## src/rtl/controle_multiciclo.sv

```systemverilog
// controle_multiciclo: multi-cycle control FSM for the nRisc 8-bit core.
// Sequences FETCH -> DECODE -> EXEC -> MEM -> WB over the shared datapath,
// decodes opcode = instruction[7:5] and drives every datapath enable/select.
// Memory accesses (FETCH, MEM) stall until mem_ready. Counts retired
// instructions in a wrapping counter.
//
// Ports:
//   clock, reset       rising-edge clock, synchronous active-high reset
//   instruction[7:0]   IR contents (valid from DECODE onward)
//   alu_zero           ALU zero flag (used by beq in EXEC)
//   mem_ready          memory completes the current access this cycle
//   pc_write, pc_src   PC load enable / source (00 PC+1, 01 PC+1+imm, 10 imm)
//   iord               memory address source (0 PC, 1 ALU result)
//   mem_read/mem_write memory requests
//   ir_write           IR load enable
//   reg_write          register bank write enable
//   mem_to_reg         write-back source (1 memory, 0 ALU)
//   alu_src, alu_op    ALU B source / operation (00 add, 01 sub, 10 funct, 11 imm)
//   halted             FSM parked in HALT
//   state[2:0]         current state (debug)
//   instr_count        retired-instruction counter
module controle_multiciclo #(
  parameter int unsigned CNT_WIDTH    = 8,
  parameter logic [2:0]  RTYPE_OPCODE = 3'b011,
  parameter logic [2:0]  HALT_OPCODE  = 3'b111
) (
  input  logic                 clock,
  input  logic                 reset,
  input  logic [7:0]           instruction,
  input  logic                 alu_zero,
  input  logic                 mem_ready,
  output logic                 pc_write,
  output logic [1:0]           pc_src,
  output logic                 iord,
  output logic                 mem_read,
  output logic                 mem_write,
  output logic                 ir_write,
  output logic                 reg_write,
  output logic                 mem_to_reg,
  output logic                 alu_src,
  output logic [1:0]           alu_op,
  output logic                 halted,
  output logic [2:0]           state,
  output logic [CNT_WIDTH-1:0] instr_count
);

  typedef enum logic [2:0] {
    StFetch  = 3'd0,
    StDecode = 3'd1,
    StExec   = 3'd2,
    StMem    = 3'd3,
    StWb     = 3'd4,
    StHalt   = 3'd5
  } state_e;

  localparam logic [2:0] OpStore = 3'b000;
  localparam logic [2:0] OpLa    = 3'b001;
  localparam logic [2:0] OpLoad  = 3'b010;
  localparam logic [2:0] OpAddi  = 3'b100;
  localparam logic [2:0] OpBeq   = 3'b101;
  localparam logic [2:0] OpJ     = 3'b110;

  state_e               r_state;
  state_e               w_state_next;
  logic [CNT_WIDTH-1:0] r_instr_count;
  logic                 w_retire;
  logic [2:0]           w_opcode;
  logic                 w_unused_instr;

  assign w_opcode       = instruction[7:5];
  // Operand/funct bits are consumed by the datapath, not by the controller.
  assign w_unused_instr = ^instruction[4:0];

  always_ff @(posedge clock) begin
    if (reset) begin
      r_state       <= StFetch;
      r_instr_count <= '0;
    end else begin
      r_state <= w_state_next;
      if (w_retire) begin
        r_instr_count <= r_instr_count + CNT_WIDTH'(1);
      end
    end
  end

  always_comb begin
    w_state_next = r_state;
    w_retire     = 1'b0;
    pc_write     = 1'b0;
    pc_src       = 2'b00;
    iord         = 1'b0;
    mem_read     = 1'b0;
    mem_write    = 1'b0;
    ir_write     = 1'b0;
    reg_write    = 1'b0;
    mem_to_reg   = 1'b0;
    alu_src      = 1'b0;
    alu_op       = 2'b00;
    halted       = 1'b0;

    case (r_state)
      StFetch: begin
        mem_read = 1'b1;
        if (mem_ready) begin
          ir_write     = 1'b1;
          pc_write     = 1'b1;
          w_state_next = StDecode;
        end
      end

      StDecode: begin
        if (w_opcode == OpJ) begin
          pc_write     = 1'b1;
          pc_src       = 2'b10;
          w_retire     = 1'b1;
          w_state_next = StFetch;
        end else if (w_opcode == HALT_OPCODE) begin
          w_state_next = StHalt;
        end else begin
          w_state_next = StExec;
        end
      end

      StExec: begin
        w_state_next = StFetch;
        if (w_opcode == RTYPE_OPCODE) begin
          alu_op       = 2'b10;
          w_state_next = StWb;
        end else begin
          case (w_opcode)
            OpStore, OpLoad: begin
              alu_src      = 1'b1;
              w_state_next = StMem;
            end
            OpAddi: begin
              alu_src      = 1'b1;
              w_state_next = StWb;
            end
            OpLa: begin
              alu_src      = 1'b1;
              alu_op       = 2'b11;
              w_state_next = StWb;
            end
            OpBeq: begin
              alu_op   = 2'b01;
              w_retire = 1'b1;
              if (alu_zero) begin
                pc_write = 1'b1;
                pc_src   = 2'b01;
              end
            end
            default: w_state_next = StFetch;
          endcase
        end
      end

      StMem: begin
        iord      = 1'b1;
        mem_read  = (w_opcode == OpLoad);
        mem_write = (w_opcode == OpStore);
        if (mem_ready) begin
          if (w_opcode == OpLoad) begin
            w_state_next = StWb;
          end else begin
            w_retire     = (w_opcode == OpStore);
            w_state_next = StFetch;
          end
        end
      end

      StWb: begin
        reg_write    = 1'b1;
        mem_to_reg   = (w_opcode == OpLoad);
        w_retire     = 1'b1;
        w_state_next = StFetch;
      end

      StHalt: begin
        halted = 1'b1;
      end

      // Unused encodings recover to FETCH.
      default: w_state_next = StFetch;
    endcase

    // Reset masks every control output, whatever the current state.
    if (reset) begin
      pc_write   = 1'b0;
      pc_src     = 2'b00;
      iord       = 1'b0;
      mem_read   = 1'b0;
      mem_write  = 1'b0;
      ir_write   = 1'b0;
      reg_write  = 1'b0;
      mem_to_reg = 1'b0;
      alu_src    = 1'b0;
      alu_op     = 2'b00;
      halted     = 1'b0;
    end
  end

  assign state       = r_state;
  assign instr_count = r_instr_count;

endmodule

```

## config.mk

```make
export PLATFORM = sky130hd
export DESIGN_NAME = controle_multiciclo
export DESIGN_NICKNAME = d
export VERILOG_FILES = /design/src/rtl/controle_multiciclo.sv
export SDC_FILE = /design/constraint.sdc
export NUM_CORES = 1
export LEC_CHECK = 0
export ABC_AREA = 1
export BUFFER_PORTS_ARGS = -buffer_cell sky130_fd_sc_hd__buf_4
export CAP_MARGIN = 0
export CORE_ASPECT_RATIO = 1.5
export CORE_MARGIN = 2
export CORE_UTILIZATION = 43
export DETAILED_ROUTE_END_ITERATION = 12
export GPL_ROUTABILITY_DRIVEN = 0
export GPL_TIMING_DRIVEN = 1
export PLACE_DENSITY = 0.75
export SYNTH_ARGS = -nofsm -noshare
export SYNTH_HDL_FRONTEND = slang
export SYNTH_SLANG_ARGS = --single-unit
```

## constraint.sdc

```tcl
create_clock -name clock -period 1.2 [get_ports clock]
set_clock_uncertainty 0.1 [all_clocks]
set_input_delay 0.24 -clock clock [delete_from_list [all_inputs] [get_ports clock]]
set_output_delay 0.24 -clock clock [all_outputs]
set_load 0.03 [all_outputs]
```

==> impl_metrics.env <==
export IMPL_nets=221
export IMPL_grt_overflow_total=0
export IMPL_min_path_type="input port to flip-flop"
export IMPL_clk_pin_slew_ps=70
export IMPL_grtUsageTotal_pct=29.3
export IMPL_synth_fa_ha_area_share_pct=1.36
export IMPL_path_class="flip-flop to primary output"
export IMPL_leakage_nw=0.861
export IMPL_peakVddDrop_mv=0.835
export IMPL_required_ps=860
export IMPL_drive_gt1_share_pct=72.5
export IMPL_layout_commonest_cell="buf_4"
export IMPL_dp_hpwl_um=2290
export IMPL_grt_setup_unrepaired="yes"
export IMPL_grt_pass1_wl_um=5620
export IMPL_core_area_mm2=0.00203
export IMPL_drc=0
export IMPL_finalWorstSetupSlack_ps=-539
export IMPL_total_power_mw=1.33
export IMPL_synth_compound_area_share_pct=10.4
export IMPL_synth_seq_cells=11
export IMPL_fmax_mhz=575
export IMPL_avgRoutedWirePerCell_um=18.8
export IMPL_totalWireLength_um=4290
export IMPL_yosys_area_share_simple_pct=51.5
export IMPL_tightestPinTransition_ps=560
export IMPL_syn_inst=132
export IMPL_critPathLaunchType="flip-flop"
export IMPL_cts_tree="built"
export IMPL_numCtsBuffers=3
export IMPL_clock_sinks=11
export IMPL_die_h_um=60.6
export IMPL_drv_cap=0
export IMPL_syn_area_um2=918
export IMPL_ys_types=29
export IMPL_ys_async_sr_fraction_pct=0
export IMPL_hold_viol_final=0
export IMPL_dieArea_mm2=0.00253
export IMPL_num_rows=20
export IMPL_relSlewSlack_pct=62.4
export IMPL_power_density_mw_per_mm2=707
export IMPL_crit_arrival_ps=1400
export IMPL_cp_end_kind="primary output"
export IMPL_synth_edf_count=0
export IMPL_antenna_cells=0
export IMPL_ctsHtreeMaxLevel=1
export IMPL_syn_nets=145
export IMPL_clock_latency_ps=280
export IMPL_io_pins=36
export IMPL_drtAntennaViolNets=0
export IMPL_period_minus_slack_ps=1740
export IMPL_start_util_pct=45.3
export IMPL_vias_per_cell=5.78
export IMPL_yosys_warnings=0
export IMPL_fin_crit_sh_pct=145
export IMPL_crit_fanout=5
export IMPL_synth_area_mux_share_pct=0
export IMPL_avgSynthCellArea_um2=6.96
export IMPL_fillCellCount=75
export IMPL_drv_slew=0
export IMPL_portBuffers=30
export IMPL_drtPass1Iterations=4
export IMPL_setup_viol=28
export IMPL_cts_root_buf="clkbuf_4"
export IMPL_synth_xor_area_share_pct=3.81
export IMPL_antenna_found_initial=0
export IMPL_die_w_um=41.7
export IMPL_vias=1323
export IMPL_outcome="finished with violations"
export IMPL_grt_max_degree=10
export IMPL_grt_pass1_vias=1280
export IMPL_fin_util_pct=92.7
export IMPL_cts_hold_buf=0
export IMPL_areaGrowthSynthToFinish_pct=104
export IMPL_violations="negative setup slack"
export IMPL_cts_buffer_depth=2
export IMPL_final_cell_mix="buf_4 (49), buf_6 (22), nand2_1 (15)"
export IMPL_first_iter_violations=37
export IMPL_seq_area_frac_synth_pct=24.0
export IMPL_synth_top_family_by_area="simple AND/OR/NAND/NOR gates"
export IMPL_ys_flop_type="dfxtp_1"
state kept, by name, summed over array words and instances, names as in the netlist:
name         cells
state            3
instr_count      8
where the power goes:
| group | switching, mW | internal, mW |
|---|---|---|
| Combinational | 0.372 | 0.273 |
| Clock | 0.143 | 0.129 |
| Sequential | 0.0328 | 0.377 |
worst paths after layout:
kind                          startpoint                           to  slack [ps]  cells after the start
max reg2reg        state[1]$_SDFFE_PP0P_  instr_count[0]$_SDFFE_PP0P_        -370                     10
min                                reset        state[0]$_SDFFE_PP0P_         260                      3
min reg2reg  instr_count[7]$_SDFFE_PP0P_  instr_count[7]$_SDFFE_PP0P_         400                      2
max                state[1]$_SDFFE_PP0P_                     mem_read        -540                      6
logic make-up (layout without fill, tap and decap cells):
| kind of cell | count (synthesis) | in the layout |
|---|---|---|
| adders and majority gates | 1 | 1 |
| and+or+nand+nor | 83 | 85 |
| buffers and inverters | 20 | 93 |
| DFF | 11 | 11 |
| AOI/OAI and AO/OA | 13 | 13 |
| xor gates and xnor gates | 4 | 4 |
worst max-delay path, stage by stage (launching register included):
cell	delay, ps
dfxtp_4	400
buf_4	130
nand3_2	110
inv_2	100
nand2_2	80
a21oi_4	170
buf_6	140
metrics by stage:
step / cell area (µm²) / hold WS, ps / setup slack (ps) / cells / setup TNS (ps)
2_1_floorplan: 1100 / 408 / -235 / 132 / -2480
3_3_place_gp: 1600 / 403 / -232 / 215 / -3500
3_5_place_dp: 1600 / 408 / -252 / 215 / -3870
4_1_cts: 1810 / 236 / -504 / 226 / -7500
5_1_grt: 1880 / 255 / -587 / 229 / -10410
6_report: 1880 / 263 / -539 / 229 / -9210
per-layer routing:
| layer | share of wire (%) | GRT usage (%) | vias to the layer above | routed length [µm] |
|---|---|---|---|---|
| met5 | 0 | 0 | - | 0 |
| met1 | 33 | 26.8 | 625 | 1420 |
| met3 | 4.9 | 1.19 | 23 | 212 |
| met2 | 57 | 62.5 | 87 | 2450 |
| met4 | 5.0 | 17.1 | 0 | 216 |
| li1 | - | - | 588 | - |
area by class of cell:
class | instances | area [µm²] | area share (%)
clock buffers | 4 | 26.3 | 1.40
inverters | 17 | 78.8 | 4.20
multi-input cells | 103 | 861 | 45.8
flip-flops and latches | 11 | 249 | 13.3
well taps | 22 | 27.5 | 1.47
repair buffers | 72 | 636 | 33.8
cells in the mapped netlist (3+ instances only):
| master | number | area (µm²) |
|---|---|---|
| a21oi_1 | 3 | 15.0 |
| nand3_1 | 18 | 90.1 |
| inv_1 | 12 | 45.0 |
| inv_2 | 5 | 18.8 |
| nand2_2 | 8 | 50.1 |
| nor3_1 | 4 | 20.0 |
| nor2_4 | 3 | 33.8 |
| nor2_1 | 15 | 56.3 |
| dfxtp_1 | 11 | 220 |
| xor2_1 | 3 | 26.3 |
| nand2_1 | 21 | 78.8 |
| a21oi_2 | 7 | 61.3 |
timing repair:
| action | in CTS | in global routing |
|---|---|---|
| pin swaps | 7 | 9 |
| gates resized for setup | 32 | 16 |
| endpoints found under the setup margin | 29 | 31 |
| gates cloned | 2 | 0 |
| buffers inserted | 8 | 5 |
Note: power is estimated with default switching activity, not from simulation.
